===== config.mk =====
export PLATFORM = sky130hd
export DESIGN_NAME = plic_claim_sequencer_flat
export DESIGN_NICKNAME = d
export VERILOG_FILES = /design/src/rtl/plic_claim_sequencer_pkg.sv /design/src/rtl/plic_claim_sequencer_if.sv /design/src/rtl/plic_claim_sequencer_fsm.sv /design/src/rtl/plic_claim_sequencer.sv /design/src/flat_wrapper.sv
export SDC_FILE = /design/constraint.sdc
export NUM_CORES = 1
export LEC_CHECK = 0
export ABC_AREA = 1
export BUFFER_PORTS_ARGS = -buffer_cell sky130_fd_sc_hd__buf_4
export CAP_MARGIN = 15
export CORE_MARGIN = 2
export CORE_UTILIZATION = 50
export DETAILED_ROUTE_END_ITERATION = 10
export PLACE_DENSITY = 0.76
export SLEW_MARGIN = 20
export SYNTH_ARGS = -nofsm -noshare
export SYNTH_HDL_FRONTEND = slang
export SYNTH_HIERARCHICAL = 1
export SYNTH_SLANG_ARGS = --single-unit

===== constraint.sdc =====
create_clock -name clk_i -period 2.2 [get_ports clk_i]
set_clock_uncertainty 0.15 [all_clocks]
set_input_delay 0.33 -clock clk_i [delete_from_list [all_inputs] [get_ports clk_i]]
set_output_delay 0.33 -clock clk_i [all_outputs]
set_load 0.03 [all_outputs]

===== src/rtl/plic_claim_sequencer_pkg.sv =====
// Shared types and helpers for the PLIC per-target claim/complete sequencer.
package plic_claim_sequencer_pkg;

  typedef enum logic [1:0] {
    IDLE = 2'd0,
    PEND = 2'd1,
    HOLD = 2'd2
  } claim_state_e;

  // Counter width able to hold max(holdoff, timeout); never narrower than 1 bit.
  function automatic int cnt_w(input int holdoff, input int timeout);
    int m;
    m = (holdoff > timeout) ? holdoff : timeout;
    return (m < 1) ? 1 : $clog2(m + 1);
  endfunction

  function automatic logic id_valid(input int unsigned id, input int unsigned n_source);
    return (id != 0) && (id <= n_source);
  endfunction

endpackage


===== src/rtl/plic_claim_sequencer_if.sv =====
// cc strobe / gateway pulse bundle between plic_regs, the sequencer and rv_plic_gateway.
interface plic_claim_sequencer_if #(
  parameter int N_SOURCE = 30,
  parameter int N_TARGET = 2,
  parameter int SRCW     = $clog2(N_SOURCE + 1)
);
  logic                               fence_i;
  logic [N_TARGET-1:0]                mode_i;
  logic [N_TARGET-1:0]                claim_re_i;
  logic [N_TARGET-1:0][SRCW-1:0]      claim_id_i;
  logic [N_TARGET-1:0]                complete_we_i;
  logic [N_TARGET-1:0][SRCW-1:0]      complete_id_i;
  logic [N_TARGET-1:0]                irq_i;
  logic [N_SOURCE-1:0]                claim_o;
  logic [N_SOURCE-1:0]                complete_o;
  logic [N_TARGET-1:0]                eip_o;
  logic [N_TARGET-1:0]                busy_o;
  logic [N_TARGET-1:0]                timeout_o;

  modport master (
    output fence_i, mode_i, claim_re_i, claim_id_i, complete_we_i, complete_id_i, irq_i,
    input  claim_o, complete_o, eip_o, busy_o, timeout_o
  );

  modport slave (
    input  fence_i, mode_i, claim_re_i, claim_id_i, complete_we_i, complete_id_i, irq_i,
    output claim_o, complete_o, eip_o, busy_o, timeout_o
  );
endinterface


===== src/rtl/plic_claim_sequencer_fsm.sv =====
// One target's claim sequence: IDLE -> (PEND on fence) -> HOLD holdoff -> IDLE.
// Emits combinational fire strobes; the top registers and decodes them.
module plic_claim_sequencer_fsm
  import plic_claim_sequencer_pkg::*;
#(
  parameter int N_SOURCE = 30,
  parameter int SRCW     = $clog2(N_SOURCE + 1),
  parameter int HOLDOFF  = 63,
  parameter int TIMEOUT  = 63
) (
  input  logic            clk_i,
  input  logic            rst_i,
  input  logic            fence_i,
  input  logic            mode_i,
  input  logic            claim_re_i,
  input  logic [SRCW-1:0] claim_id_i,
  output logic            claim_fire_o,
  output logic [SRCW-1:0] claim_fire_id_o,
  output logic            timeout_fire_o,
  output logic            next_idle_o
);
  localparam int CNT_W = cnt_w(HOLDOFF, TIMEOUT);
  localparam logic [CNT_W-1:0] HOLD_LAST = CNT_W'((HOLDOFF > 0) ? HOLDOFF - 1 : 0);
  localparam logic [CNT_W-1:0] TO_LAST   = CNT_W'(TIMEOUT - 1);
  localparam claim_state_e AFTER_CLAIM   = (HOLDOFF == 0) ? IDLE : HOLD;

  claim_state_e    state_q, state_d;
  logic [CNT_W-1:0] cnt_q, cnt_d;
  logic [SRCW-1:0]  id_q, id_d;
  logic             acc;

  assign acc = claim_re_i && id_valid(32'(claim_id_i), N_SOURCE);

  always_ff @(posedge clk_i) begin
    if (rst_i) begin
      state_q <= IDLE;
      cnt_q   <= '0;
      id_q    <= '0;
    end else begin
      state_q <= state_d;
      cnt_q   <= cnt_d;
      id_q    <= id_d;
    end
  end

  always_comb begin
    state_d = state_q;
    cnt_d   = cnt_q;
    id_d    = id_q;
    unique case (state_q)
      PEND: begin
        // A new claim in PEND always re-arms the wait, even alongside a fence.
        if (acc) begin
          id_d  = claim_id_i;
          cnt_d = '0;
        end else if (fence_i) begin
          cnt_d   = '0;
          state_d = AFTER_CLAIM;
        end else if (cnt_q == TO_LAST) begin
          cnt_d   = '0;
          state_d = IDLE;
        end else begin
          cnt_d = cnt_q + CNT_W'(1);
        end
      end
      IDLE, HOLD: begin
        if (acc) begin
          id_d    = claim_id_i;
          cnt_d   = '0;
          state_d = mode_i ? PEND : AFTER_CLAIM;
        end else if (state_q == HOLD) begin
          if (cnt_q == HOLD_LAST) begin
            cnt_d   = '0;
            state_d = IDLE;
          end else begin
            cnt_d = cnt_q + CNT_W'(1);
          end
        end
      end
      default: state_d = IDLE;
    endcase
  end

  always_comb begin
    claim_fire_o    = 1'b0;
    claim_fire_id_o = id_q;
    timeout_fire_o  = 1'b0;
    unique case (state_q)
      PEND: begin
        if (fence_i) claim_fire_o = 1'b1;
        else if (!acc && cnt_q == TO_LAST) timeout_fire_o = 1'b1;
      end
      default: begin
        if (acc && !mode_i) begin
          claim_fire_o    = 1'b1;
          claim_fire_id_o = claim_id_i;
        end
      end
    endcase
    next_idle_o = (state_d == IDLE);
  end

endmodule


===== src/rtl/plic_claim_sequencer.sv =====
// PLIC claim/complete sequencer: one FSM per target, ID -> one-hot decode,
// OR-reduction across targets and fully registered outputs.
module plic_claim_sequencer
  import plic_claim_sequencer_pkg::*;
#(
  parameter int N_SOURCE = 30,
  parameter int N_TARGET = 2,
  parameter int SRCW     = $clog2(N_SOURCE + 1),
  parameter int HOLDOFF  = 63,
  parameter int TIMEOUT  = 63
) (
  input  logic                  clk_i,
  input  logic                  rst_i,
  plic_claim_sequencer_if.slave bus
);
  logic [N_TARGET-1:0]           claim_fire, timeout_fire, next_idle;
  logic [N_TARGET-1:0][SRCW-1:0] fire_id;

  logic [N_SOURCE-1:0] claim_q, claim_d, complete_q, complete_d;
  logic [N_TARGET-1:0] eip_q, eip_d, busy_q, busy_d, timeout_q, timeout_d;

  for (genvar t = 0; t < N_TARGET; t++) begin : g_tgt
    plic_claim_sequencer_fsm #(
      .N_SOURCE(N_SOURCE),
      .SRCW    (SRCW),
      .HOLDOFF (HOLDOFF),
      .TIMEOUT (TIMEOUT)
    ) u_fsm (
      .clk_i          (clk_i),
      .rst_i          (rst_i),
      .fence_i        (bus.fence_i),
      .mode_i         (bus.mode_i[t]),
      .claim_re_i     (bus.claim_re_i[t]),
      .claim_id_i     (bus.claim_id_i[t]),
      .claim_fire_o   (claim_fire[t]),
      .claim_fire_id_o(fire_id[t]),
      .timeout_fire_o (timeout_fire[t]),
      .next_idle_o    (next_idle[t])
    );
  end

  always_comb begin
    claim_d    = '0;
    complete_d = '0;
    // Fired claim IDs were range-checked at acceptance, so the index is safe.
    for (int t = 0; t < N_TARGET; t++) begin
      if (claim_fire[t]) claim_d[fire_id[t] - SRCW'(1)] = 1'b1;
      if (bus.complete_we_i[t] && id_valid(32'(bus.complete_id_i[t]), N_SOURCE))
        complete_d[bus.complete_id_i[t] - SRCW'(1)] = 1'b1;
    end
    eip_d     = bus.irq_i & next_idle;
    busy_d    = ~next_idle;
    timeout_d = timeout_fire;
  end

  always_ff @(posedge clk_i) begin
    if (rst_i) begin
      claim_q    <= '0;
      complete_q <= '0;
      eip_q      <= '0;
      busy_q     <= '0;
      timeout_q  <= '0;
    end else begin
      claim_q    <= claim_d;
      complete_q <= complete_d;
      eip_q      <= eip_d;
      busy_q     <= busy_d;
      timeout_q  <= timeout_d;
    end
  end

  assign bus.claim_o    = claim_q;
  assign bus.complete_o = complete_q;
  assign bus.eip_o      = eip_q;
  assign bus.busy_o     = busy_q;
  assign bus.timeout_o  = timeout_q;

endmodule


===== src/flat_wrapper.sv =====
// flat-port wrapper written by rule: the top's interface ports become plain ports
module plic_claim_sequencer_flat import plic_claim_sequencer_pkg::*;
#(
  parameter int N_SOURCE = 30,
  parameter int N_TARGET = 2,
  parameter int SRCW     = $clog2(N_SOURCE + 1),
  parameter int HOLDOFF  = 63,
  parameter int TIMEOUT  = 63
)
  (clk_i, rst_i, bus_fence_i, bus_mode_i, bus_claim_re_i, bus_claim_id_i, bus_complete_we_i, bus_complete_id_i, bus_irq_i, bus_claim_o, bus_complete_o, bus_eip_o, bus_busy_o, bus_timeout_o);
  plic_claim_sequencer_if #(.N_SOURCE(N_SOURCE), .N_TARGET(N_TARGET), .SRCW(SRCW)) bus_i ();
  input  logic clk_i;
  input  logic rst_i;
  input wire logic [$bits(bus_i.fence_i)-1:0] bus_fence_i;
  input wire logic [$bits(bus_i.mode_i)-1:0] bus_mode_i;
  input wire logic [$bits(bus_i.claim_re_i)-1:0] bus_claim_re_i;
  input wire logic [$bits(bus_i.claim_id_i)-1:0] bus_claim_id_i;
  input wire logic [$bits(bus_i.complete_we_i)-1:0] bus_complete_we_i;
  input wire logic [$bits(bus_i.complete_id_i)-1:0] bus_complete_id_i;
  input wire logic [$bits(bus_i.irq_i)-1:0] bus_irq_i;
  output wire logic [$bits(bus_i.claim_o)-1:0] bus_claim_o;
  output wire logic [$bits(bus_i.complete_o)-1:0] bus_complete_o;
  output wire logic [$bits(bus_i.eip_o)-1:0] bus_eip_o;
  output wire logic [$bits(bus_i.busy_o)-1:0] bus_busy_o;
  output wire logic [$bits(bus_i.timeout_o)-1:0] bus_timeout_o;
  assign bus_i.fence_i = bus_fence_i;
  assign bus_i.mode_i = bus_mode_i;
  assign bus_i.claim_re_i = bus_claim_re_i;
  assign bus_i.claim_id_i = bus_claim_id_i;
  assign bus_i.complete_we_i = bus_complete_we_i;
  assign bus_i.complete_id_i = bus_complete_id_i;
  assign bus_i.irq_i = bus_irq_i;
  assign bus_claim_o = bus_i.claim_o;
  assign bus_complete_o = bus_i.complete_o;
  assign bus_eip_o = bus_i.eip_o;
  assign bus_busy_o = bus_i.busy_o;
  assign bus_timeout_o = bus_i.timeout_o;
  plic_claim_sequencer #(.N_SOURCE(N_SOURCE), .N_TARGET(N_TARGET), .SRCW(SRCW), .HOLDOFF(HOLDOFF), .TIMEOUT(TIMEOUT)) u_core (.clk_i(clk_i), .rst_i(rst_i), .bus(bus_i));
endmodule

==> results_dict.tcl, run 1 <==
set metrics [dict create \
    port_buffers 96 \
    cts.clk_slew.worst_paths_ns 0.09 \
    power_density_mw_per_mm2 595.1 \
    dr_total_vias 5375 \
    fmaxAchievable_ghz 0.4866 \
    cpLargestDelayFamily "simple AND/OR/NAND/NOR gates" \
    yosys_warnings 6 \
    cts_max_level 3 \
    area_growth_pct 30.28 \
    crit_required_ns 2.35 \
    cp.buffers_inverters 4 \
    outcome "finished, final reports clean" \
    num_io_pins 97 \
    slew_headroom_pct 71.38 \
    cp-start-kind "register" \
    crit_arrival_ns 2.20 \
    root_buffer "clkbuf_8" \
    die_h_um 104.1 \
    hpwl_mm 10.27 \
    yosysSeqAreaShare_pct 36.77 \
    synth_area_mm2 0.005009 \
    core_mm2 0.009729 \
    max_stage_delay_ns 0.37 \
    slew_violations 0 \
    layout-drive-gt1-share_pct 29.19 \
    synth_seq_cells 92 \
    rsz0062_at_grt "true" \
    die_x_um 104.1 \
    final_nets 914 \
    power_leakage_nw 3.072 \
    syn_area_per_cell_um2 6.852 \
    cts_tree "yes" \
    syn_nets 766 \
    wirelength_mm 13.67 \
    cp-end-kind "register" \
    finalCritPeriodShare_pct 93.41 \
    finalSetupTns_ns 0 \
    drt_iter0_drc 319 \
    crit_path_top_delay_cell "dfxtp_1" \
    num_rows 36 \
    ir_worst_vdd_mv 0.3676 \
    ant_nets 0 \
    grt.total_usage_pct 25.33 \
    crit_fanout 8 \
    routed_via_density 5.285 \
    clock_latency_ns 0.37 \
    ctsHoldBuffers 0 \
    final_cell_mix "nand2_1, buf_4, dfxtp_1" \
    netlist_instances 731 \
    critPathKind "register to register" \
    antenna_found_initial 0 \
    drt-pass1-iter-count 5 \
    worstMarginPinSlew_ns 0.4283 \
    crit_chain "inv_1 -> nor2_2 -> nor2_4 -> nand2_2 -> buf_4 -> nand2_1 -> o21ai_2 -> inv_1 -> nand3_1 -> nand2_2 -> inv_4 -> nand4_1 -> a21oi_1" \
    clockBufferDepth 2 \
    min_period_ns 2.055 \
    gr-total-overflow 0 \
    drc 0 \
    initial_core_util_pct 51.48 \
    cts-buffers-inserted 9 \
    cts.sinks 92 \
    yosysUniqueCellTypes 37 \
    routedWlPerCell_um 13.44 \
    grt_max_degree 34 \
    timing.hold.ws_ns 0.03148 \
    first_global_vias 5002 \
    cap_viol_max_count 0 \
    fp.dieArea_mm2 0.01083 \
    finalPower_w 0.003883 \
    globalplace.congestion 0.9762 \
    setup_viol 0 \
    final_common_cell "nand2_1" \
    worst_hold_path_type "primary input to register" \
    antenna_cells 0 \
    timing_hold_violations_final 0 \
    grt_pass1_wl_mm 22.71 \
]
[final timing paths]
kind	slack [ns]	end	from	depth (start not counted)
max	0.14	u_core/bus.claim_o[23]$_SDFF_PP0_	u_core/g_tgt[0].u_fsm/state_q[0]$_SDFF_PP0_	13
min	0.03	u_core/bus.eip_o[1]$_SDFF_PP0_	bus_irq_i[1]	3
max reg2reg	0.14	u_core/bus.claim_o[23]$_SDFF_PP0_	u_core/g_tgt[0].u_fsm/state_q[0]$_SDFF_PP0_	13
min reg2reg	0.32	u_core/g_tgt[0].u_fsm/id_q[3]$_SDFFE_PP0P_	u_core/g_tgt[0].u_fsm/id_q[3]$_SDFFE_PP0P_	2
[report_power, final]
group	switching [W]	internal, W	total [W]	leakage [nW]
logic	0.000608	0.000363	0.000970	2.23
registers	0.0000414	0.00173	0.00177	0.748
clock network	0.000592	0.000554	0.00115	0.0983
total	0.00124	0.00264	0.00388	3.07
[synth_stat cells (all sizes together)]
| master | count | area share, % |
|---|---|---|
| a21oi | 69 | 7.0 |
| a31oi | 1 | 0.12 |
| and2 | 1 | 0.17 |
| buf | 10 | 1.4 |
| clkbuf | 8 | 0.80 |
| dfxtp | 92 | 37 |
| ha | 4 | 1.0 |
| inv | 87 | 6.5 |
| nand2 | 193 | 16 |
| nand3 | 58 | 7.5 |
| nand3b | 4 | 0.60 |
| nand4 | 50 | 6.2 |
| nor2 | 118 | 11 |
| nor3 | 8 | 1.3 |
| nor4 | 2 | 0.25 |
| o21a | 1 | 0.15 |
| o21ai | 13 | 1.3 |
| o21bai | 2 | 0.30 |
| o22ai | 1 | 0.12 |
| or2 | 5 | 0.62 |
| xnor2 | 1 | 0.17 |
| xor2 | 3 | 0.52 |
[flip-flops by register name (all words and copies together), names as in the netlist]
signal,count
u_core/bus.eip_o,2
u_core/g_tgt.u_fsm/id_q,10
u_core/g_tgt.u_fsm/cnt_q,12
u_core/g_tgt.u_fsm/state_q,4
u_core/bus.complete_o,30
u_core/bus.claim_o,30
u_core/bus.timeout_o,2
u_core/bus.busy_o,2
[cell type report]
class / count / area (um2)
multi-input cells: 534 / 2808
fillers: 875 / 3204
flip-flops and latches: 92 / 1844
well taps: 133 / 166.4
repair buffers: 155 / 1176
inverters: 87 / 329.1
clock inverters: 6 / 63.81
clock buffers: 10 / 137.6
[logic make-up after synthesis]
kind of cell	synth area share [%]
adder cells (fa/ha/maj)	0.9993
AO/OA/AOI/OAI	9.043
flip-flops	36.77
AND/OR/NAND/NOR	43.72
XOR/XNOR	0.6996
buffers and inverters	8.768
[stage by stage]
step | cell area (um2) | instances | setup WS [ns] | util, %
3_5_place_dp | 6231 | 999 | -0.1201 | 64.04
4_1_cts | 6439 | 1015 | 0.002457 | 66.18
5_1_grt | 6525 | 1017 | -0.02232 | 67.07
2_1_floorplan | 5016 | 731 | 0.08827 | -
3_3_place_gp | 6231 | 999 | -0.03303 | 64.04
6_report | 6525 | 1017 | 0.1450 | 67.07
[timing repair]
item                                   CTS  global route
endpoints found under the hold margin    0             0
setup endpoints to repair               17            30
pin swaps                                0             7
gates cloned                             0             0
gates resized for setup                  2            26
setup buffers                            0             2
[routing by layer]
metal  up-vias  wire length (um)  track usage (%)
met4         0               272            10.23
met1      2431              5644            30.10
met2       237              6798            44.27
met5         -                 0                0
met3        37               956            5.576
li1       2670                 -                -
[tightest hold or removal path, delay by kind of cell]
family,cells,cell delay [ns]
AND/OR/NAND/NOR,2,0.11
buffers and inverters,1,0.07
(Power assumes the default switching activity.)
==> inputs of run 2 (changes only) <==
--- a/config.mk
+++ b/config.mk
@@ -9,9 +9,9 @@
 export BUFFER_PORTS_ARGS = -buffer_cell sky130_fd_sc_hd__buf_4
 export CAP_MARGIN = 15
 export CORE_MARGIN = 2
-export CORE_UTILIZATION = 50
+export CORE_UTILIZATION = 56
 export DETAILED_ROUTE_END_ITERATION = 10
-export PLACE_DENSITY = 0.76
+export PLACE_DENSITY = 0.82
 export SLEW_MARGIN = 20
 export SYNTH_ARGS = -nofsm -noshare
 export SYNTH_HDL_FRONTEND = slang
==> constraint.sdc (replaced) <==
create_clock -name clk_i -period 1.9 [get_ports clk_i]
set_clock_uncertainty 0.15 [all_clocks]
set_input_delay 0.285 -clock clk_i [delete_from_list [all_inputs] [get_ports clk_i]]
set_output_delay 0.285 -clock clk_i [all_outputs]
set_load 0.03 [all_outputs]
==> run 2 against run 1 <==
The flow now finishes with violations (setup timing). Non-clock buffer count increased by 13. Setup slack got worse by 0.28 ns. Combinational power increased by 28%. Critical path type unchanged. Critical endpoint is now u_core/bus.claim_o[15]$_SDFF_PP0_.
==> results_dict.tcl, run 2 (synthesized netlist as in run 1, its figures left out) <==
set metrics [dict create \
    outcome "complete, but fails checks" \
    violations "setup timing" \
    wirelength_mm 14.08 \
    dr_total_vias 5410 \
    slew_violations 0 \
    first_global_vias 5173 \
    clockBufferDepth 2 \
    ir_worst_vdd_mv 0.4131 \
    cts.sinks 92 \
    port_buffers 96 \
    r2r_cells 12 \
    rsz0062_at_grt "true" \
    crit_chain "inv_2 -> nor2_4 -> nor2_4 -> nand2_4 -> nand2_4 -> nand2_4 -> nor2_4 -> buf_6 -> nand4_1 -> o22ai_1 -> inv_1 -> nor2_1" \
    crit_fanout 8 \
    area_growth_pct 35.85 \
    root_buffer "clkbuf_8" \
    routedWlPerCell_um 14.00 \
    globalplace.congestion 0.9546 \
    power_density_mw_per_mm2 675.3 \
    cap_viol_max_count 0 \
    worstMarginPinSlew_ns 0.4186 \
    hpwl_mm 10.45 \
    crit_required_ns 2.05 \
    timing_hold_violations_final 0 \
    fp.dieArea_mm2 0.009716 \
    antenna_cells 0 \
    crit_arrival_ns 2.19 \
    grt_max_degree 34 \
    layout-drive-gt1-share_pct 32.52 \
    holdPathStages 3 \
    grt.total_usage_pct 28.81 \
    final_nets 928 \
    clock_latency_ns 0.37 \
    critPathKind "register to register" \
    power_leakage_nw 3.185 \
    worst_hold_path_type "primary input to register" \
    min_period_ns 2.032 \
    cts_tree "yes" \
    cts.clk_slew.worst_paths_ns 0.09 \
    setup_viol 15 \
    switching_share_pct 33.12 \
    die_x_um 98.57 \
    grt_pass1_wl_mm 23.07 \
    finalCritPeriodShare_pct 107.0 \
    max_stage_delay_ns 0.33 \
    die_h_um 98.57 \
    ant_nets 0 \
    crit_path_top_delay_cell "dfxtp_2" \
    final_common_cell "nand2_1" \
    cts_max_level 3 \
    gr-total-overflow 0 \
    initial_core_util_pct 57.71 \
    slew_headroom_pct 72.09 \
    combPwrFrac_pct 27.1 \
    antenna_found_initial 0 \
    power_frac_clock_pct 28.4 \
    routed_via_density 5.378 \
    cts-buffers-inserted 9 \
    p_int_w 0.003073 \
    dp_worst_setup_slack_ns -0.3817 \
    cp-start-kind "register" \
    finalSetupTns_ns -0.6334 \
    drt_iter0_drc 271 \
    drc 0 \
    cp-end-kind "register" \
    worst_slack_ns -0.1321 \
    drt-pass1-iter-count 5 \
    p_switching_w 0.001522 \
    num_rows 34 \
    fmaxAchievable_ghz 0.4921 \
    num_io_pins 97 \
    final_cell_mix "nand2_1, buf_4, dfxtp_1" \
    core_mm2 0.008678 \
    p_seq_share_pct 44.5 \
]
## run 2: power by group through the flow
stage	Sequential (W)	Clock [W]	Combinational [W]
2_1_floorplan	0.00213	0	0.000677
3_3_place_gp	0.00208	0	0.00107
3_5_place_dp	0.00209	0	0.00111
4_1_cts	0.00205	0.00133	0.00119
5_1_grt	0.00206	0.00141	0.00135
6_report	0.00205	0.00130	0.00124
## run 2: what timing repair did
item / 4_1_cts / 5_1_grt
pin swaps: 15 / 35
setup buffers: 5 / 2
hold endpoints to repair: 2 / 0
cloned: 1 / 1
hold buffers: 2 / 0
endpoints found under the setup margin: 30 / 30
resized for setup: 38 / 19
## run 2: layout make-up
type                    count  area (um2)
clock buffers              10       127.6
clock inverters             6       65.06
fillers                   640        1874
inverters                  87       336.6
multi-input cells         535        3003
flip-flops and latches     92        1847
well taps                 108       135.1
repair buffers            168        1290
## run 2: metal layers
metal  vias up  wire length [um]  global-route usage (%)
met1      2476              5879                   34.86
met4         0               284                   12.43
met5         -                 0                       0
met2       206              7101                   51.60
met3        28               814                   3.262
li1       2700                 -                       -
## run 2: final timing paths
check / endpoint / slack [ns] / start
worst min-delay path: u_core/bus.complete_o[15]$_SDFF_PP0_ / 0.07 / bus_complete_we_i[1]
worst min register to register: u_core/g_tgt[0].u_fsm/id_q[3]$_SDFFE_PP0P_ / 0.33 / u_core/g_tgt[0].u_fsm/id_q[3]$_SDFFE_PP0P_
worst max-delay path: u_core/bus.claim_o[15]$_SDFF_PP0_ / -0.13 / u_core/g_tgt[0].u_fsm/state_q[0]$_SDFF_PP0_
worst max register to register: u_core/bus.claim_o[15]$_SDFF_PP0_ / -0.13 / u_core/g_tgt[0].u_fsm/state_q[0]$_SDFF_PP0_
## run 2: through the flow
stage               instance area (um2)  std cells  hold slack (ns)  power (W)  util (%)
global placement                   6341        980           0.3002   0.003153     73.07
floorplan                          5122        731           0.2041   0.002807         -
CTS                                6718       1003          0.06086   0.004561     77.41
global route                       6804       1006          0.08215   0.004821     78.40
finish                             6804       1006          0.06696   0.004595     78.40
detailed placement                 6341        980           0.3034   0.003193     73.07
## run 2: worst max-delay path: cells and delay by family, from the launching register on
family,cells,cell delay [ns]
AND/OR/NAND/NOR,8,0.93
flip-flops,1,0.33
buffers and inverters,3,0.28
AO/OA/AOI/OAI,1,0.28
==> inputs of run 3 (changes only) <==
--- a/config.mk
+++ b/config.mk
@@ -17,3 +17,4 @@
 export SYNTH_HDL_FRONTEND = slang
 export SYNTH_HIERARCHICAL = 1
 export SYNTH_SLANG_ARGS = --single-unit
+export TNS_END_PERCENT = 20
==> run 3 against run 2 <==
The flow still finishes with violations (setup timing). Global-route usage down 0.068 points. Critical endpoint is now u_core/bus.claim_o[14]$_SDFF_PP0_. Hold slack got worse by 0.057 ns. Clock power increased by 12%. Register-to-register slack got worse by 0.02 ns. Via count increased by 1.1%. Critical path type unchanged. Setup slack worse by 0.019 ns. Sequential share of layout area decreased by 0.098 points. Critical path depth rose by 1. Die area did not move. Final cell count down 0.20%. First-iteration DRC count is 49% higher.
==> results_dict.tcl, run 3 (synthesized netlist as in run 1, its figures left out) <==
set metrics [dict create \
    outcome "complete, but fails checks" \
    violations "setup timing" \
    routedWlPerCell_um 14.12 \
    drt-pass1-iter-count 7 \
    rsz0062_at_grt "true" \
    crit_fanout 10 \
    fp.dieArea_mm2 0.009716 \
    grt_pass1_wl_mm 23.12 \
    globalplace.congestion 0.9285 \
    cp-start-kind "register" \
    grt.total_usage_pct 28.74 \
    cts.clk_slew.worst_paths_ns 0.09 \
    die_h_um 98.57 \
    place_area_mm2 0.006364 \
    p_int_w 0.003241 \
    hpwl_mm 10.06 \
    cp-end-kind "register" \
    drt_iter0_drc 404 \
    worst_hold_path_type "primary input to register" \
    worstMarginPinSlew_ns 0.4608 \
    gr-total-overflow 0 \
    clockBufferDepth 2 \
    slew_violations 0 \
    cts-buffers-inserted 9 \
    m1WireLength_mm 5.721 \
    p_seq_share_pct 43.0 \
    first_global_vias 5098 \
    min_period_ns 2.051 \
    routed_via_density 5.448 \
    drc 0 \
    clock_latency_ns 0.36 \
    max_stage_delay_ns 0.34 \
    wirelength_mm 14.18 \
    fin_area_mm2 0.006824 \
    num_io_pins 97 \
    fmaxAchievable_ghz 0.4875 \
    ir_worst_vdd_mv 0.4671 \
    cts_tree "yes" \
    area_growth_pct 36.25 \
    num_rows 34 \
    crit_path_top_delay_cell "dfxtp_2" \
    switching_share_pct 31.82 \
    finalCritPeriodShare_pct 108.0 \
    critPathKind "register to register" \
    port_buffers 96 \
    timing.hold.ws_ns 0.01044 \
    cts_max_level 3 \
    die_x_um 98.57 \
    final_common_cell "nand2_1" \
    core_mm2 0.008678 \
    crit_arrival_ns 2.20 \
    cap_viol_max_count 0 \
    antenna_found_initial 0 \
    finish.utilization_pct 78.63 \
    final_nets 926 \
    combPwrFrac_pct 26.3 \
    finalPower_w 0.004753 \
    crit_chain "inv_2 -> nor2_2 -> nor2_2 -> nand2_2 -> buf_12 -> nor2_4 -> a21oi_4 -> nor2_4 -> buf_6 -> nand4_1 -> nand2_2 -> nand4_1 -> a21oi_2" \
    root_buffer "clkbuf_8" \
    routed.top_layer "met4" \
    wl_met3_um 926 \
    wl_met2_mm 7.034 \
    grt_max_degree 34 \
    ant_nets 0 \
    layout-drive-gt1-share_pct 32.48 \
    initial_core_util_pct 57.71 \
    nFillCells 611 \
    power_leakage_nw 3.190 \
    slew_headroom_pct 69.20 \
    worst_slack_ns -0.1511 \
    p_switching_w 0.001513 \
    setup_viol 30 \
    crit_required_ns 2.05 \
    power_frac_clock_pct 30.7 \
    antenna_cells 0 \
    cts.sinks 92 \
    power_density_mw_per_mm2 696.6 \
    dr_total_vias 5470 \
    timing_hold_violations_final 0 \
    final_cell_mix "nand2_1, buf_4, dfxtp_1" \
    dp_worst_setup_slack_ns -0.3046 \
]
-- run 3: per-layer routing --
metal	GRT usage (%)	vias to the layer above
li1	-	2696
met1	34.98	2493
met2	49.45	234
met3	4.965	47
met4	13.49	0
met5	0	-
-- run 3: final timing paths --
path	start	endpoint	slack (ns)	depth (start not counted)
worst min-delay path	bus_irq_i[1]	u_core/bus.eip_o[1]$_SDFF_PP0_	0.01	3
worst min register to register	u_core/g_tgt[0].u_fsm/id_q[2]$_SDFFE_PP0P_	u_core/g_tgt[0].u_fsm/id_q[2]$_SDFFE_PP0P_	0.32	2
worst max-delay path	u_core/g_tgt[1].u_fsm/state_q[0]$_SDFF_PP0_	u_core/bus.claim_o[14]$_SDFF_PP0_	-0.15	13
worst max register to register	u_core/g_tgt[1].u_fsm/state_q[0]$_SDFF_PP0_	u_core/bus.claim_o[14]$_SDFF_PP0_	-0.15	13
-- run 3: worst max-delay path: cells and delay by family, from the launching register on --
family	cells	cell delay (ns)
flops	1	0.34
compound gates	2	0.21
simple gates	8	0.94
buf+inv	3	0.34
-- run 3: timing repair --
| item | CTS | global route |
|---|---|---|
| cloned | 0 | 0 |
| resized for setup | 15 | 38 |
| setup buffers | 2 | 5 |
| pin swaps | 12 | 16 |
| hold endpoints to repair | 1 | 0 |
| hold buffers | 1 | 0 |
| endpoints found under the setup margin | 30 | 30 |
-- run 3: cell type report --
class	instances	area, um2	area share, %
Clock buffer	10	137.6	2.017
Timing Repair Buffer	167	1313	19.23
Multi-Input combinational cell	534	2972	43.55
Clock inverter	6	87.58	1.283
Inverter	87	334.1	4.895
Sequential cell	92	1846	27.04
Tap cell	108	135.1	1.980
-- run 3: power by group through the flow --
stage | combinational, W | clock, W | sequential [W]
3_3_place_gp | 0.00108 | 0 | 0.00208
2_1_floorplan | 0.000676 | 0 | 0.00213
6_report | 0.00125 | 0.00146 | 0.00205
3_5_place_dp | 0.00112 | 0 | 0.00209
5_1_grt | 0.00136 | 0.00155 | 0.00205
4_1_cts | 0.00117 | 0.00148 | 0.00204
-- run 3: metrics by stage --
stage,setup TNS (ns),instances
floorplan,-0.5809,731
global route,-5.749,1004
detailed placement,-7.272,980
finish,-2.001,1004
global placement,-5.177,980
CTS,-2.168,999
